[config.mk]
export PLATFORM = sky130hd
export DESIGN_NAME = fir_coeff_loader
export DESIGN_NICKNAME = d
export VERILOG_FILES = /design/src/rtl/fir_pkg.sv /design/src/rtl/fir_coeff_bank.sv /design/src/rtl/fir_coeff_loader.sv
export SDC_FILE = /design/constraint.sdc
export NUM_CORES = 1
export LEC_CHECK = 0
export CAP_MARGIN = 0
export CORE_MARGIN = 3
export CORE_UTILIZATION = 55
export CTS_CLUSTER_SIZE = 40
export DETAILED_ROUTE_END_ITERATION = 8
export PLACE_DENSITY = 0.86
export SYNTH_ARGS = -nofsm -noshare
export SYNTH_HDL_FRONTEND = slang
export SYNTH_SLANG_ARGS = --single-unit
[constraint.sdc]
create_clock -name clk -period 19.6 [get_ports clk]
set_input_delay 1.96 -clock clk [delete_from_list [all_inputs] [get_ports clk]]
set_output_delay 1.96 -clock clk [all_outputs]
set_load 0.005 [all_outputs]
[src/rtl/fir_pkg.sv]
// Shared constants, state encoding and reset image for the FIR coefficient loader.
package fir_pkg;

  localparam int NTAPS = 16;
  localparam int CW    = 16;
  localparam int GW    = 20;
  localparam int AW    = 4;
  localparam int CNTW  = 5;

  localparam logic [CW-1:0]   UNITY        = 16'h2000;
  localparam logic [CNTW-1:0] GUARD_CYCLES = 5'd20;
  localparam logic [CNTW-1:0] LAST_PTR     = 5'd15;

  typedef enum logic [1:0] {
    IDLE    = 2'd0,
    LOADING = 2'd1,
    ARMED   = 2'd2,
    GUARD   = 2'd3
  } state_t;

  // Pass-through filter: unity gain on tap 0, all other taps zero.
  function automatic logic [CW-1:0] reset_tap(input int idx);
    return (idx == 0) ? UNITY : '0;
  endfunction

endpackage

[src/rtl/fir_coeff_bank.sv]
// Shadow/active coefficient register file: indexed write into shadow, single-edge
// bulk copy shadow->active, registered readback and parallel output of the active bank.
module fir_coeff_bank
  import fir_pkg::*;
(
  input  logic                clk,
  input  logic                reset,
  input  logic                wr_en,
  input  logic [AW-1:0]       wr_addr,
  input  logic [CW-1:0]       wr_data,
  input  logic                commit,
  input  logic [AW-1:0]       rd_addr,
  output logic [CW-1:0]       rd_data,
  output logic [NTAPS*CW-1:0] active_words
);

  logic [CW-1:0] shadow [NTAPS];
  logic [CW-1:0] active [NTAPS];

  // NOTE: both banks are reset explicitly because the FIR must see a defined
  // pass-through filter after reset; this keeps them in flops, not RAM.
  // NOTE: sequential state uses non-blocking assignments so every tap updates
  // from pre-edge values, which is what makes the commit copy atomic.
  always_ff @(posedge clk) begin
    if (reset) begin
      for (int i = 0; i < NTAPS; i++) begin
        shadow[i] <= reset_tap(i);
        active[i] <= reset_tap(i);
      end
      rd_data <= '0;
    end else begin
      if (wr_en) shadow[wr_addr] <= wr_data;
      if (commit) begin
        for (int i = 0; i < NTAPS; i++) active[i] <= shadow[i];
      end
      rd_data <= active[rd_addr];
    end
  end

  always_comb begin
    active_words = '0;
    for (int i = 0; i < NTAPS; i++) active_words[i*CW +: CW] = active[i];
  end

endmodule

[src/rtl/fir_coeff_loader.sv]
// Coefficient loader for a 16-tap FIR: protocol FSM, write pointer, gain accumulator
// and post-commit guard that masks the FIR enable while mixed samples drain.
module fir_coeff_loader
  import fir_pkg::*;
(
  input  logic                clk,
  input  logic                reset,
  input  logic                load_start,
  input  logic                wr_valid,
  input  logic [CW-1:0]       wr_data,
  input  logic                commit,
  input  logic                enable_fir_in,
  input  logic [AW-1:0]       rd_addr,
  output logic [NTAPS*CW-1:0] coeff_bus,
  output logic                enable_fir_out,
  output logic [CW-1:0]       rd_data,
  output logic [1:0]          state,
  output logic [CNTW-1:0]     wr_count,
  output logic [GW-1:0]       gain_sum,
  output logic                err
);

  state_t          cur, nxt;
  logic [CNTW-1:0] guard_cnt;
  logic            wr_accept, commit_accept, err_set;

  // NOTE: every always_comb output gets a default first so no path leaves a
  // signal unassigned and no latch is inferred.
  always_comb begin
    nxt           = cur;
    wr_accept     = 1'b0;
    commit_accept = 1'b0;
    err_set       = 1'b0;
    if (load_start) begin
      nxt = LOADING;
    end else begin
      unique case (cur)
        IDLE: err_set = wr_valid | commit;
        LOADING: begin
          wr_accept = wr_valid;
          err_set   = commit;
          if (wr_valid && wr_count == LAST_PTR) nxt = ARMED;
        end
        ARMED: begin
          err_set = wr_valid;
          if (commit) begin
            commit_accept = 1'b1;
            nxt           = GUARD;
          end
        end
        GUARD: begin
          err_set = wr_valid | commit;
          if (guard_cnt <= 5'd1) nxt = IDLE;
        end
        default: nxt = IDLE;
      endcase
    end
  end

  always_ff @(posedge clk) begin
    if (reset) begin
      cur       <= IDLE;
      wr_count  <= '0;
      gain_sum  <= '0;
      err       <= 1'b0;
      guard_cnt <= '0;
    end else begin
      cur <= nxt;
      if (load_start) begin
        wr_count <= '0;
        gain_sum <= '0;
        err      <= 1'b0;
      end else begin
        if (wr_accept) begin
          wr_count <= wr_count + 5'd1;
          gain_sum <= gain_sum + GW'(wr_data);
        end
        if (err_set) err <= 1'b1;
      end
      // The guard runs down independently of the FSM so a reload can overlap it.
      if (commit_accept)        guard_cnt <= GUARD_CYCLES;
      else if (guard_cnt != '0) guard_cnt <= guard_cnt - 5'd1;
    end
  end

  fir_coeff_bank u_bank (
    .clk          (clk),
    .reset        (reset),
    .wr_en        (wr_accept),
    .wr_addr      (wr_count[AW-1:0]),
    .wr_data      (wr_data),
    .commit       (commit_accept),
    .rd_addr      (rd_addr),
    .rd_data      (rd_data),
    .active_words (coeff_bus)
  );

  assign enable_fir_out = enable_fir_in & (guard_cnt == '0);
  assign state          = cur;

endmodule

==> metrics.txt, run 1 <==
status completed; clk_skew 0.0191 ns; Die Y ~210 microns; Worst path top cell family by delay buffers and inverters; commonest non-fill, non-tap cell in the layout edfxtp_1; Seq cells post-synth around 560; register area share after synthesis 69.5%; Core Region 42,100 sq um; CTS Hold Bufs 0; CTS clk-pin slew, worst paths 0.06 ns; largest net degree at the start of global routing 160; area post-placement 27,300 sq um; Setup TNS 0 ns; proportion of layout cells with a drive suffix above 1 11.1%; CTS H-Tree Depth 2; RSZ-0062 raised after global routing false; post-layout instance area 29,000 sq um; post-CTS setup buffers 0; global-route wire length before repair 89,900 microns; Final Slew Violations 0; Starting Density 55.9%; Crit Path Class in -> out; vias per inst between 5 and 6; # resized after CTS 0; Buffers on Ports 326; Synth Area per Inst 15.5 sq um; Chip Width 213 microns; GPL Wtd Cong 0.860; final setup fails 0; peak supply drop 68.3 uV; peak per-stage delay on the critical path roughly 0.50 ns; Die ar. between 40,000 and 50,000 sq um; # fillers 2,702; fin crit share about 26%; Total GRT Usage 27.3%; CTS sink count 561; fmax 200 MHz; measured slew at the worst slew-check pin around 1.3 ns; Post-synth EDFFs roughly 510; initial antenna violation count 8; Pre-antenna DRT Iters 5; Hold Crit Class reg -> reg; gr ovfl total 0; Syn Inst Count roughly 1,500; Layout area overhead 23.0%; most used cell, CP clkdlybuf4s50_1; Post-synth ARST share 0%; placed cells 2,319; TritonCTS clock tree yes; Synth warnings 0; Syn Nets 1,578; CP arrival 3.05 ns; Final Non-Filler Cells around 2,400; Startpoint Class input port; Fin. Hold Viols 0; clk buf depth 3; # nets final 1,889; Primary FF master, synth edfxtp_1; DR vias 14,000; CP max-delay cell clkdlybuf4s50_1; crit path capture type primary output; P per Cell Area about 90 nW/um^2; WL/cell 25.8 microns; WL final 62,300 microns; max-cap violation count 0; CP required 17.64 ns; Rel. slew slack 14.6%; crit path cell chain clkdlybuf4s50_1 > and3_1 > clkdlybuf4s50_1; Distinct cells, synth 52; CP Buf/Inv Count 2; I/O pin count 327; TritonCTS buffer count 52; Cell Area, Synth 23,600 sq um; DR iter-0 viols 1,534; vias in the first global route 14,100; Final min period 5.01 ns; DP Wirelength 42,000 microns; row cnt 75; Residual DRC 0; Clock Latency Late Sink ~0.57 ns; most frequent cells in the layout edfxtp_1, and2_1, clkdlybuf4s50_1; Antenna Violating Nets Remaining 0; CTS root buffer clkbuf_16; Leak 10.5 nW; Critical Path Fanout Max 1
-- report_power, final --
part | internal, W | switching, W | leakage (nW)
Clock | 0.000574 | 0.000423 | 0.823
Combinational | 0.000106 | 0.000113 | 4.05
Sequential | 0.00136 | 0.0000351 | 5.66
Total | 0.00204 | 0.000571 | 10.5
-- stage by stage --
step	total power [W]	setup slack, ns	hold slack [ns]	utilization (%)
after detailed placement	0.00164	14.11	0.458	64.7
after CTS	0.00262	14.58	0.481	68.8
after floorplan	0.00152	10.34	0.460	-
after global placement	0.00163	14.22	0.467	64.7
after global routing	0.00268	14.47	0.500	68.8
final	0.00261	14.59	0.482	68.8
-- path summary, 6_finish.rpt --
| kind | cells past startpoint | start | endpoint | slack [ns] |
|---|---|---|---|---|
| setup / recovery | 3 | enable_fir_in | enable_fir_out | 14.59 |
| setup reg to reg | 5 | state[1]$_SDFFE_PP0P_ | u_bank.active[7][15]$_SDFFCE_PN0P_ | 15.97 |
| hold / removal | 2 | gain_sum[5]$_SDFFE_PP0P_ | gain_sum[5]$_SDFFE_PP0P_ | 0.48 |
| hold reg to reg | 2 | gain_sum[5]$_SDFFE_PP0P_ | gain_sum[5]$_SDFFE_PP0P_ | 0.48 |
-- area by class of cell --
class	instances	area [sq um]	share of cell area, %
clock buffers	68	1410	4.88
flip-flops and latches	561	16400	56.5
clock inverters	28	274	0.946
diodes	2	5.00	0.0173
multi-input cells	861	6800	23.5
well taps	539	674	2.33
repair buffers	346	3400	11.7
inverters	12	45.0	0.155
-- synthesized netlist by cell type (all sizes together), types with 2 or more instances --
master	count	area share, %
ha	28	1.5
a211oi	7	0.24
o211ai	2	0.064
edfxtp	512	65
nand4	3	0.080
nand2b	7	0.19
o221a	2	0.096
nor3	9	0.28
a221o	2	0.085
and3	6	0.16
xor2	7	0.26
mux4	80	7.7
a221oi	2	0.074
clkbuf	75	1.2
dfxtp	49	4.2
a21o	3	0.096
or3	2	0.053
o21a	3	0.096
o21ai	12	0.26
and2	417	11
nor4	3	0.080
nand3	6	0.13
a22o	2	0.074
xnor2	12	0.45
nor2	34	0.55
a31oi	3	0.080
nor2b	114	3.0
buf	14	0.35
or2	19	0.50
a21oi	25	0.53
inv	12	0.19
nand2	38	0.61
-- flip-flops by register name (all words and copies together), names as in the netlist --
register        cells
u_bank.active     256
u_bank.shadow     256
gain_sum           20
u_bank.rd_data     16
guard_cnt           5
wr_count            5
state               2
err                 1
-- logic make-up after synthesis --
| kind of cell | after synthesis | synth area share [%] |
|---|---|---|
| DFF | 561 | 69.5 |
| adders and majority gates | 29 | 1.57 |
| buffers and inverters | 101 | 1.73 |
| and+or+nand+nor | 660 | 16.8 |
| muxes | 80 | 7.65 |
| AOI/OAI and AO/OA | 73 | 2.08 |
| xor gates and xnor gates | 19 | 0.707 |
-- routing by layer --
metal	global-route usage (%)	wire, microns	vias up
li1	-	-	6099
met4	12.9	3140	2
met5	0	12	-
met1	35.1	22500	6928
met2	45.0	30400	810
met3	5.98	6160	166
-- worst reg2reg max path, stage by stage, from the launching register on --
cell and delay [ns]:
dfxtp_1 0.43, ha_1 0.28, nand3b_1 0.32, nand2b_4 0.65
buf_4 0.70, buf_4 0.82
Power figures use the tool's default switching activity.
==> inputs of run 2 (changes only) <==
--- a/config.mk
+++ b/config.mk
@@ -7,10 +7,10 @@
 export LEC_CHECK = 0
 export CAP_MARGIN = 0
 export CORE_MARGIN = 3
-export CORE_UTILIZATION = 55
+export CORE_UTILIZATION = 50
 export CTS_CLUSTER_SIZE = 40
 export DETAILED_ROUTE_END_ITERATION = 8
-export PLACE_DENSITY = 0.86
+export PLACE_DENSITY = 0.83
 export SYNTH_ARGS = -nofsm -noshare
 export SYNTH_HDL_FRONTEND = slang
 export SYNTH_SLANG_ARGS = --single-unit
==> constraint.sdc (replaced) <==
create_clock -name clk -period 4.3 [get_ports clk]
set_input_delay 0.43 -clock clk [delete_from_list [all_inputs] [get_ports clk]]
set_output_delay 0.43 -clock clk [all_outputs]
set_load 0.005 [all_outputs]
==> run 2 against run 1 <==
  * Non-clock buffer count increased by 28
  * Global-route usage decreased by 1.8 points
  * Power increased to 4.6 times the previous value
  * Largest cell class unchanged
==> metrics.txt, run 2 (same netlist as run 1, synthesis figures left out) <==
fin crit share 62.5%; CTS Hold Bufs 0 (unchanged); switch share 22.5% (was 21.9%); Startpoint Class flop (was input port); clk buf depth 3 (unchanged); Sequential Power Share 52.8% (was 53.4%); Rel. slew slack 22.8% (was 14.6%); vias per inst 5.64 (was 5.79); CTS H-Tree Depth 2 (unchanged); status completed (unchanged); Final Core Density 63.9% (was 68.8%); Setup TNS 0 ns (unchanged); crit path cell chain ha_1 > nand2_1 > buf_4 > nor2_2 > nand2_1 > nor3_2 > buf_4 > or2_2 (was clkdlybuf4s50_1 > and3_1 > clkdlybuf4s50_1); Final Slew Violations 0 (unchanged); Layout area overhead 24.8% (was 23.0%); CP Buf/Inv Count 2 (unchanged); flop2flop setup slack 1.61 ns (was 15.97 ns); Crit Path Class reg -> reg (was in -> out); WL/cell 25.7 microns (was 25.8 microns); Total Power Consumption 0.0120 W (was 0.00261 W); max-cap violation count 0 (unchanged); endpoint with the worst hold slack state[0]$_SDFFE_PP0P_ (was gain_sum[5]$_SDFFE_PP0P_); Die ar. 49,700 sq um (was 45,300 sq um); FF-to-FF End u_bank.shadow[2][10]$_SDFFCE_PN0P_ (was u_bank.active[7][15]$_SDFFCE_PN0P_); CP arrival 2.92 ns (was 3.05 ns); Hold Crit Class in -> reg (was reg -> reg); I/O pin count 327 (unchanged); global-route wire length before repair 93,600 microns (was 89,900 microns); # resized after CTS 0 (unchanged); Final min period 2.69 ns; initial antenna violation count 4 (was 8); # nets final 1,919 (was 1,889); Int Power 0.00931 W (was 0.00204 W); TritonCTS clock tree yes (unchanged); WL final 64,400 microns (was 62,300 microns); fmax about 370 MHz; peak supply drop 340 uV (was 68.3 uV); Worst path top cell family by delay simple AND/OR/NAND/NOR gates (was buffers and inverters); Register-to-Register Path Depth 8 (was 5); final setup fails 0 (unchanged); proportion of layout cells with a drive suffix above 1 12.5% (was 11.1%); Starting Density 51.2% (was 55.9%); hold path depth 2 (unchanged); Leak 10.7 nW (was 10.5 nW); most frequent cells in the layout edfxtp_1, and2_1, clkdlybuf4s50_1 (unchanged); CTS root buffer clkbuf_16 (unchanged); row cnt 78 (was 75); Critical Path Fanout Max 17 (was 1); gr ovfl total 0 (unchanged); CP max-delay cell or2_2 (was clkdlybuf4s50_1); largest net degree at the start of global routing 91 (was 160); CP Depth 8 (was 3); DR iter-0 viols 1,567 (was 1,534); RSZ-0062 raised after global routing false (unchanged); CTS clk-pin slew, worst paths 0.06 ns (about the same); P per Cell Area 409 nW/um^2 (was 90.1 nW/um^2); Buffers on Ports 326 (unchanged); CP required 4.53 ns (was 17.64 ns); Hold Crit Start reset (was gain_sum[5]$_SDFFE_PP0P_); Antenna Violating Nets Remaining 0 (unchanged); vias in the first global route 14,300 (was 14,100); Residual DRC 0 (unchanged); post-CTS setup buffers 0 (unchanged); biggest regs u_bank.active x256, u_bank.shadow x256, gain_sum x20 (unchanged); Sw Pwr 0.00271 W (was 0.000571 W); combinational power share 8.6% (was 8.4%); Core Region 46,000 sq um (was 42,100 sq um); Chip Width 223 microns (was 213 microns); clock power share 38.6% (was 38.2%); Pre-antenna DRT Iters 5 (unchanged); peak per-stage delay on the critical path 0.45 ns (was 0.50 ns); Clock Latency Late Sink 0.61 ns (was 0.57 ns); crit path capture type flop (was primary output); GPL Wtd Cong 0.886 (was 0.860); Total GRT Usage 25.6% (was 27.3%); CTS sink count 561 (unchanged); DR vias 14,200 (was 14,000); measured slew at the worst slew-check pin 1.15 ns (was 1.28 ns); TritonCTS buffer count 54 (was 52); DP Wirelength 44,800 microns (was 42,000 microns); commonest non-fill, non-tap cell in the layout edfxtp_1 (unchanged); Die Y 223 microns (was 213 microns); clk_skew 0.0255 ns (was 0.0191 ns); RR Startpoint state[0]$_SDFFE_PP0P_ (was state[1]$_SDFFE_PP0P_); Fin. Hold Viols 0 (unchanged); antenna cell count 0 (was 2)
[run 2: per-stage QoR]
stage               area, sq um  hold slack [ns]  worst slack (ns)  std cells
CTS                       29400            0.242              1.58       2509
global route              29400            0.272              1.40       2509
floorplan                 23600            0.460              1.09       1523
finish                    29400            0.268              1.61       2509
detailed placement        27700            0.462              1.02       2408
global placement          27700            0.464              1.09       2408
[run 2: worst register-to-register path: cells and delay by family (launching register included)]
family / cells / cell delay [ns]
DFF: 1 / 0.42
buffers and inverters: 2 / 0.45
adders and majority gates: 1 / 0.27
and+or+nand+nor: 5 / 1.19
[run 2: power groups by stage]
stage | Sequential [W] | Combinational [W] | Clock, W
final | 0.00634 | 0.00103 | 0.00464
after global routing | 0.00636 | 0.00110 | 0.00490
after CTS | 0.00634 | 0.00103 | 0.00470
after detailed placement | 0.00645 | 0.00103 | 0
after global placement | 0.00645 | 0.000996 | 0
after floorplan | 0.00640 | 0.000474 | 0
[run 2: worst max-delay path by stage]
stage	from	end
CTS	state[0]$_SDFFE_PP0P_	u_bank.shadow[2][10]$_SDFFCE_PN0P_
floorplan	reset	u_bank.active[0][0]$_SDFFCE_PN0P_
global route	state[0]$_SDFFE_PP0P_	u_bank.shadow[2][10]$_SDFFCE_PN0P_
detailed placement	load_start	u_bank.shadow[2][11]$_SDFFCE_PN0P_
finish	state[0]$_SDFFE_PP0P_	u_bank.shadow[2][10]$_SDFFCE_PN0P_
global placement	wr_data[0]	gain_sum[18]$_SDFFE_PP0P_
[run 2: layer usage]
| metal | vias up | track usage (%) | routed length [microns] |
|---|---|---|---|
| met3 | 154 | 6.13 | 6510 |
| met5 | - | 0 | 0 |
| met4 | 0 | 13.0 | 3570 |
| li1 | 6159 | - | - |
| met2 | 788 | 40.6 | 30300 |
| met1 | 7061 | 33.1 | 24100 |
[run 2: area by class of cell]
cell class | count | area, sq um
fillers | 3121 | 16600
repair buffers | 374 | 3700
well taps | 600 | 751
clock buffers | 65 | 1430
multi-input cells | 861 | 6800
flip-flops and latches | 561 | 16400
clock inverters | 36 | 302
inverters | 12 | 45.0
==> inputs of run 3 (changes only) <==
--- a/config.mk
+++ b/config.mk
@@ -7,10 +7,10 @@
 export LEC_CHECK = 0
 export CAP_MARGIN = 0
 export CORE_MARGIN = 3
-export CORE_UTILIZATION = 50
+export CORE_UTILIZATION = 55
 export CTS_CLUSTER_SIZE = 40
 export DETAILED_ROUTE_END_ITERATION = 8
-export PLACE_DENSITY = 0.83
+export PLACE_DENSITY = 0.86
 export SYNTH_ARGS = -nofsm -noshare
 export SYNTH_HDL_FRONTEND = slang
 export SYNTH_SLANG_ARGS = --single-unit
==> constraint.sdc (replaced) <==
create_clock -name clk -period 2.61 [get_ports clk]
set_input_delay 0.261 -clock clk [delete_from_list [all_inputs] [get_ports clk]]
set_output_delay 0.261 -clock clk [all_outputs]
set_load 0.005 [all_outputs]
==> run 3 against run 2 <==
  * Sequential power increased by 64%
  * Highest routed layer unchanged
  * Maximum frequency increased by 13%
  * Register-to-register slack got worse by 1.4 ns
  * Non-clock buffer count increased by 27
  * Routed wire length decreased by 1.5%
  * First-iteration DRC count increased by 2.1%
  * Clock skew about the same
==> metrics.txt, run 3 (same netlist as run 1, synthesis figures left out) <==
Antenna Violating Nets Remaining 0 (unchanged); Buffers on Ports 326 (unchanged); DR vias 14,000 (was 14,200); RR Startpoint gain_sum[0]$_SDFFE_PP0P_ (was state[0]$_SDFFE_PP0P_); Startpoint Class flop (unchanged); CP required 3.15 ns (was 4.53 ns); Total GRT Usage 28.3% (was 25.6%); Total Power Consumption 0.0200 W (was 0.0120 W); GPL Wtd Cong 0.872 (was 0.886); Die ar. 45,300 sq um (was 49,700 sq um); post-CTS setup buffers 0 (unchanged); DP Wirelength 43,300 microns (was 44,800 microns); final setup fails 0 (unchanged); CTS H-Tree Depth 2 (unchanged); initial antenna violation count 3 (was 4); combinational power share 8.8% (was 8.6%); area post-placement 27,900 sq um (was 27,700 sq um); status completed (unchanged); # nets final 1,947 (was 1,919); Fin. Hold Viols 0 (unchanged); vias per inst 5.67 (was 5.64); Leak 10.9 nW (was 10.7 nW); Crit Path Class reg -> reg (unchanged); max-cap violation count 0 (unchanged); Residual DRC 0 (unchanged); clk_skew 0.0252 ns (was 0.0255 ns); Layout area overhead 26.0% (was 24.8%); switch share 22.3% (was 22.5%); peak supply drop 505 uV (was 340 uV); DR iter-0 viols 1,600 (was 1,567); measured slew at the worst slew-check pin 0.661 ns (was 1.15 ns); row cnt 75 (was 78); vias in the first global route 14,300 (about the same); CTS root buffer clkbuf_16 (unchanged); Sequential Power Share 52.3% (was 52.8%); clock power share 38.9% (was 38.6%); crit path capture type flop (unchanged); fin crit share 91.1% (was 62.5%); Int Power 0.0155 W (was 0.00931 W); endpoint with the worst hold slack state[0]$_SDFFE_PP0P_ (unchanged); Fin Hold WS 0.242 ns (was 0.268 ns); largest net degree at the start of global routing 137 (was 91); CP max-delay cell fa_1 (was or2_2); Sw Pwr 0.00445 W (was 0.00271 W); CTS sink count 561 (unchanged); Hold Crit Start reset (unchanged); # fillers 2,622 (was 3,121); RSZ-0062 raised after global routing false (unchanged); most used cell, CP a21oi_1; crit path cell chain ha_1 > fa_1 > a21o_1 > buf_4 > a221oi_1 > o211ai_1 > a21oi_1 > xnor2_1 > nand2_1 > a21oi_1 (was ha_1 > nand2_1 > buf_4 > nor2_2 > nand2_1 > nor3_2 > buf_4 > or2_2); WL final 63,400 microns (was 64,400 microns); Register-to-Register Path Depth 10 (was 8); Rel. slew slack 56.0% (was 22.8%); CTS clk-pin slew, worst paths 0.06 ns (about the same); commonest non-fill, non-tap cell in the layout edfxtp_1 (unchanged); Critical Path Fanout Max 3 (was 17); Clock Latency Late Sink 0.60 ns (was 0.61 ns); FF-to-FF End gain_sum[10]$_SDFFE_PP0P_ (was u_bank.shadow[2][10]$_SDFFCE_PN0P_); biggest regs u_bank.active x256, u_bank.shadow x256, gain_sum x20 (unchanged); most frequent cells in the layout edfxtp_1, and2_1, clkdlybuf4s50_1 (unchanged); TritonCTS buffer count 55 (was 54); CTS Hold Bufs 0 (unchanged); Starting Density 55.9% (was 51.2%); Chip Width 213 microns (was 223 microns); post-route worst setup slack 0.232 ns (was 1.61 ns); global-route wire length before repair 92,500 microns (was 93,600 microns); post-layout instance area 29,700 sq um (was 29,400 sq um); clk buf depth 3 (unchanged); peak per-stage delay on the critical path 0.42 ns (was 0.45 ns); hold path depth 3 (was 2); proportion of layout cells with a drive suffix above 1 14.0% (was 12.5%); flop2flop setup slack 0.23 ns (was 1.61 ns); I/O pin count 327 (unchanged); Final Slew Violations 0 (unchanged); Hold Crit Class in -> reg (unchanged); Pre-antenna DRT Iters 5 (unchanged); CP arrival 2.91 ns (was 2.92 ns); Die Y 213 microns (was 223 microns); gr ovfl total 0 (unchanged); fmax 421 MHz (was 372 MHz); TritonCTS clock tree yes (unchanged); WL/cell 25.6 microns (was 25.7 microns); Post-Place Setup Slack -0.269 ns (was 1.02 ns); Final min period 2.38 ns (was 2.69 ns); P per Cell Area 673 nW/um^2 (was 409 nW/um^2); Core Region 42,100 sq um (was 46,000 sq um)
## run 3: cell types whose count changed in the layout (fill, tap and decap cells not counted), moves of 3 or more
cell | before | now
clkbuf_1 | 8 | 14
buf_4 | 43 | 62
clkinvlp_4 | 5 | 2
clkinv_1 | 17 | 10
buf_12 | 7 | 15
## run 3: how the worst max path moves through the flow
| stage | start | to | slack [ns] | cells after the start |
|---|---|---|---|---|
| finish | gain_sum[0]$_SDFFE_PP0P_ | gain_sum[10]$_SDFFE_PP0P_ | 0.23 | 10 |
| detailed placement | wr_data[0] | gain_sum[16]$_SDFFE_PP0P_ | -0.27 | 10 |
| CTS | gain_sum[0]$_SDFFE_PP0P_ | gain_sum[16]$_SDFFE_PP0P_ | 0.16 | 9 |
| floorplan | state[0]$_SDFFE_PP0P_ | u_bank.active[0][0]$_SDFFCE_PN0P_ | -0.36 | 4 |
| global placement | wr_data[0] | gain_sum[16]$_SDFFE_PP0P_ | -0.23 | 10 |
| global route | gain_sum[0]$_SDFFE_PP0P_ | gain_sum[10]$_SDFFE_PP0P_ | 0.03 | 10 |
## run 3: power by group through the flow
stage	combinational, W	clock (W)	sequential [W]
6_report	0.00176	0.00776	0.0104
5_1_grt	0.00187	0.00821	0.0105
4_1_cts	0.00177	0.00786	0.0104
3_5_place_dp	0.00176	0	0.0106
3_3_place_gp	0.00170	0	0.0106
2_1_floorplan	0.000783	0	0.0105
## run 3: repair_timing
item                       in CTS  in global routing
setup endpoints to repair       0                  2
resized for setup               0                  1
hold endpoints to repair        0                  0
## run 3: worst max-delay path, delay by kind of cell, from the launching register on
family / cells / cell delay, ns
simple gates: 1 / 0.07
flops: 1 / 0.32
fa+ha+maj: 2 / 0.63
xor+xnor: 1 / 0.13
buf+inv: 1 / 0.14
compound gates: 5 / 1.01
## run 3: layer usage
metal | GRT usage (%) | vias up | wire [microns]
li1 | - | 6220 | -
met1 | 36.5 | 6998 | 23500
met2 | 48.0 | 681 | 31900
met3 | 5.20 | 142 | 5510
met4 | 11.4 | 0 | 2450
met5 | 0 | - | 0
## run 3: area by class of cell
type | count | area [sq um] | area share (%)
inverters | 12 | 45.0 | 0.152
clock inverters | 29 | 282 | 0.949
repair buffers | 401 | 4000 | 13.5
well taps | 539 | 674 | 2.27
diodes | 2 | 5.00 | 0.0169
multi-input cells | 861 | 6820 | 23.0
flip-flops and latches | 561 | 16400 | 55.2
clock buffers | 72 | 1470 | 4.96
## run 3: through the flow
step                      instances  TNS [ns]  utilization [%]
after floorplan                1523    -92.61                -
after global routing           2475         0             70.4
after global placement         2374    -0.883             66.2
final                          2477         0             70.4
after detailed placement       2374     -1.47             66.2
after CTS                      2475         0             70.4
==> RTL edit, RTL diff (settings of run 3) <==
Change the package constant `CW` from 16 to 32.
--- a/src/rtl/fir_pkg.sv
+++ b/src/rtl/fir_pkg.sv
@@ -4,3 +4,3 @@
   localparam int NTAPS = 16;
-  localparam int CW    = 16;
+  localparam int CW    = 32;
   localparam int GW    = 20;
Ports: changed (resized coeff_bus, rd_data and wr_data); port bits go from 327 to 615. No check against the original RTL was run, so the function may have changed too.
==> RTL edit against run 3 <==
  * Wire length rose by 110%
  * Area after synthesis rose by 91%
  * Final area rose by 93%
  * Sequential power rose by 95%
  * Combinational power rose by 86%
  * Power rose by 97%
  * Global-route usage rose by 2.9 points
  * Clock power rose by 100%
  * Clock skew rose by 5.1 ps
  * Worst setup slack got worse by 57 ps
  * Highest routed layer is now met5
  * Sequential share of layout area rose by 0.72 points
  * Critical path type unchanged
  * Sequential cell count rose by 528
==> RTL edit: results (changes against run 3) <==
* Ratio of cells with drive above 1 in the final layout at 0.157 (was 0.140)
* GP Congestion at 0.892 (was 0.872)
* Worst reg2reg path depth at 9 (was 10)
* Post-synth top cells: edfxtp_1, and2_1, nor2b_1 (unchanged)
* Routed vias at 26773 (was 14041)
* Initial antenna violation count at 5 (was 3)
* Total GRT Usage at 0.312 (was 0.283)
* Area after DPL at 53700 µm² (was 27900 µm²)
* Crit-path max FO at 2 (was 3)
* Slew at the pin with the worst max-slew slack at 922 ps (was 661 ps)
* Max incr delay on CP at 350 ps (was 420 ps)
* Hold Path Sink: guard_cnt[2]$_SDFFE_PP0P_ (was state[0]$_SDFFE_PP0P_)
* Critical Path AT at 3020 ps (was 2910 ps)
* Clock network power share at 0.401 (was 0.389)
* Top cells by area, synth: edfxtp_1, and2_1, mux4_2, nor2b_1, dfxtp_1 (was edfxtp_1, and2_1, mux4_2, dfxtp_1, nor2b_1)
* Syn_nets at 2848 (was 1578)
* Combinational power at 3.28 mW (was 1.76 mW)
* Final nets at 3559 (was 1947)
* Run status: finished clean (unchanged)
* Number of H-tree levels at 3 (was 2)
* Final Skew at 30.3 ps (was 25.2 ps)
* Post-synthesis sequential area ratio at 0.714 (was 0.695)
* Largest net degree at the start of global routing at 127 (was 137)
* Clk power at 15.8 mW (was 7.76 mW)
* Post-synth EDFFs at 1024 (was 512)
* Synthesized-area fraction occupied by adder cells at 0.00908 (was 0.0157)
* Post-Route WL at 134 mm (was 63.4 mm)
* Worst skew pair latency at 670 ps (was 600 ps)
* I/O Buffers at 614 (was 326)
* Average wire per standard cell at 28.8 µm (was 25.6 µm)
* Avg Cell Area, Syn at 16.2 µm² (was 15.5 µm²)
* Finished Core Util at 0.711 (was 0.704)
* Detail Placement HPWL at 93.8 mm (was 43.3 mm)
* R2R Path Start: gain_sum[1]$_SDFFE_PP0P_ (was gain_sum[0]$_SDFFE_PP0P_)
* Minimum clock period at 2430 ps (was 2380 ps)
* Critical-path top delay cell: a221oi_4 (was fa_1)
* Post-Synth XOR/XNOR Area at 0.00371 (was 0.00707)
* Fill count at 4956 (was 2622)
* R2R Path End: gain_sum[19]$_SDFFE_PP0P_ (was gain_sum[10]$_SDFFE_PP0P_)
* Pre-antenna DRT Iters at 6 (was 5)
* Number of global-route vias before repair at 27277 (was 14331)
* Setup slack after placement at -301 ps (was -269 ps)
* First-pass GRT wire length at 191 mm (was 92.5 mm)
* Leakage at 21.1 nW (was 10.9 nW)
* Synth cell types at 66 (was 52)
* Placed cell count at 4436 (was 2374)
* Max VDD drop at 0.645 mV (was 0.505 mV)
* Internal power at 30.7 mW (was 15.5 mW)
* Num CTS Buffers at 107 (was 55)
## RTL edit: cell types whose count changed after synthesis, sizes merged, moves of 4 or more
cell,change
buf,+15
dfxtp,+16
and2,+398
and3,-4
nor2,+4
nor3,+13
mux4,+80
edfxtp,+512
a21o,+4
nor2b,+114
clkbuf,+86
inv,+4
## RTL edit: layer usage
layer / wire length, µm / share of wire / up-vias / GRT usage
li1: - / - / 11408 / -
met1: 45100 / 0.34 / 13472 / 0.376
met2: 68600 / 0.51 / 1593 / 0.544
met3: 12600 / 0.094 / 298 / 0.0611
met4: 7360 / 0.055 / 2 / 0.151
met5: 20 / 0.00015 / - / 0
## RTL edit: final cells by class
class,instances,share of cell area
antenna,1,0.0000436
clock buffer,147,0.0521
clock inverter,55,0.0115
inverter,17,0.00111
multi-input combinational,1478,0.211
sequential,1089,0.559
tap,1060,0.0231
timing repair buffer,792,0.142
## RTL edit: what timing repair did
item,4_1_cts,5_1_grt
hold endpoints to repair,0,0
setup endpoints to repair,0,4
gates resized for setup,0,1
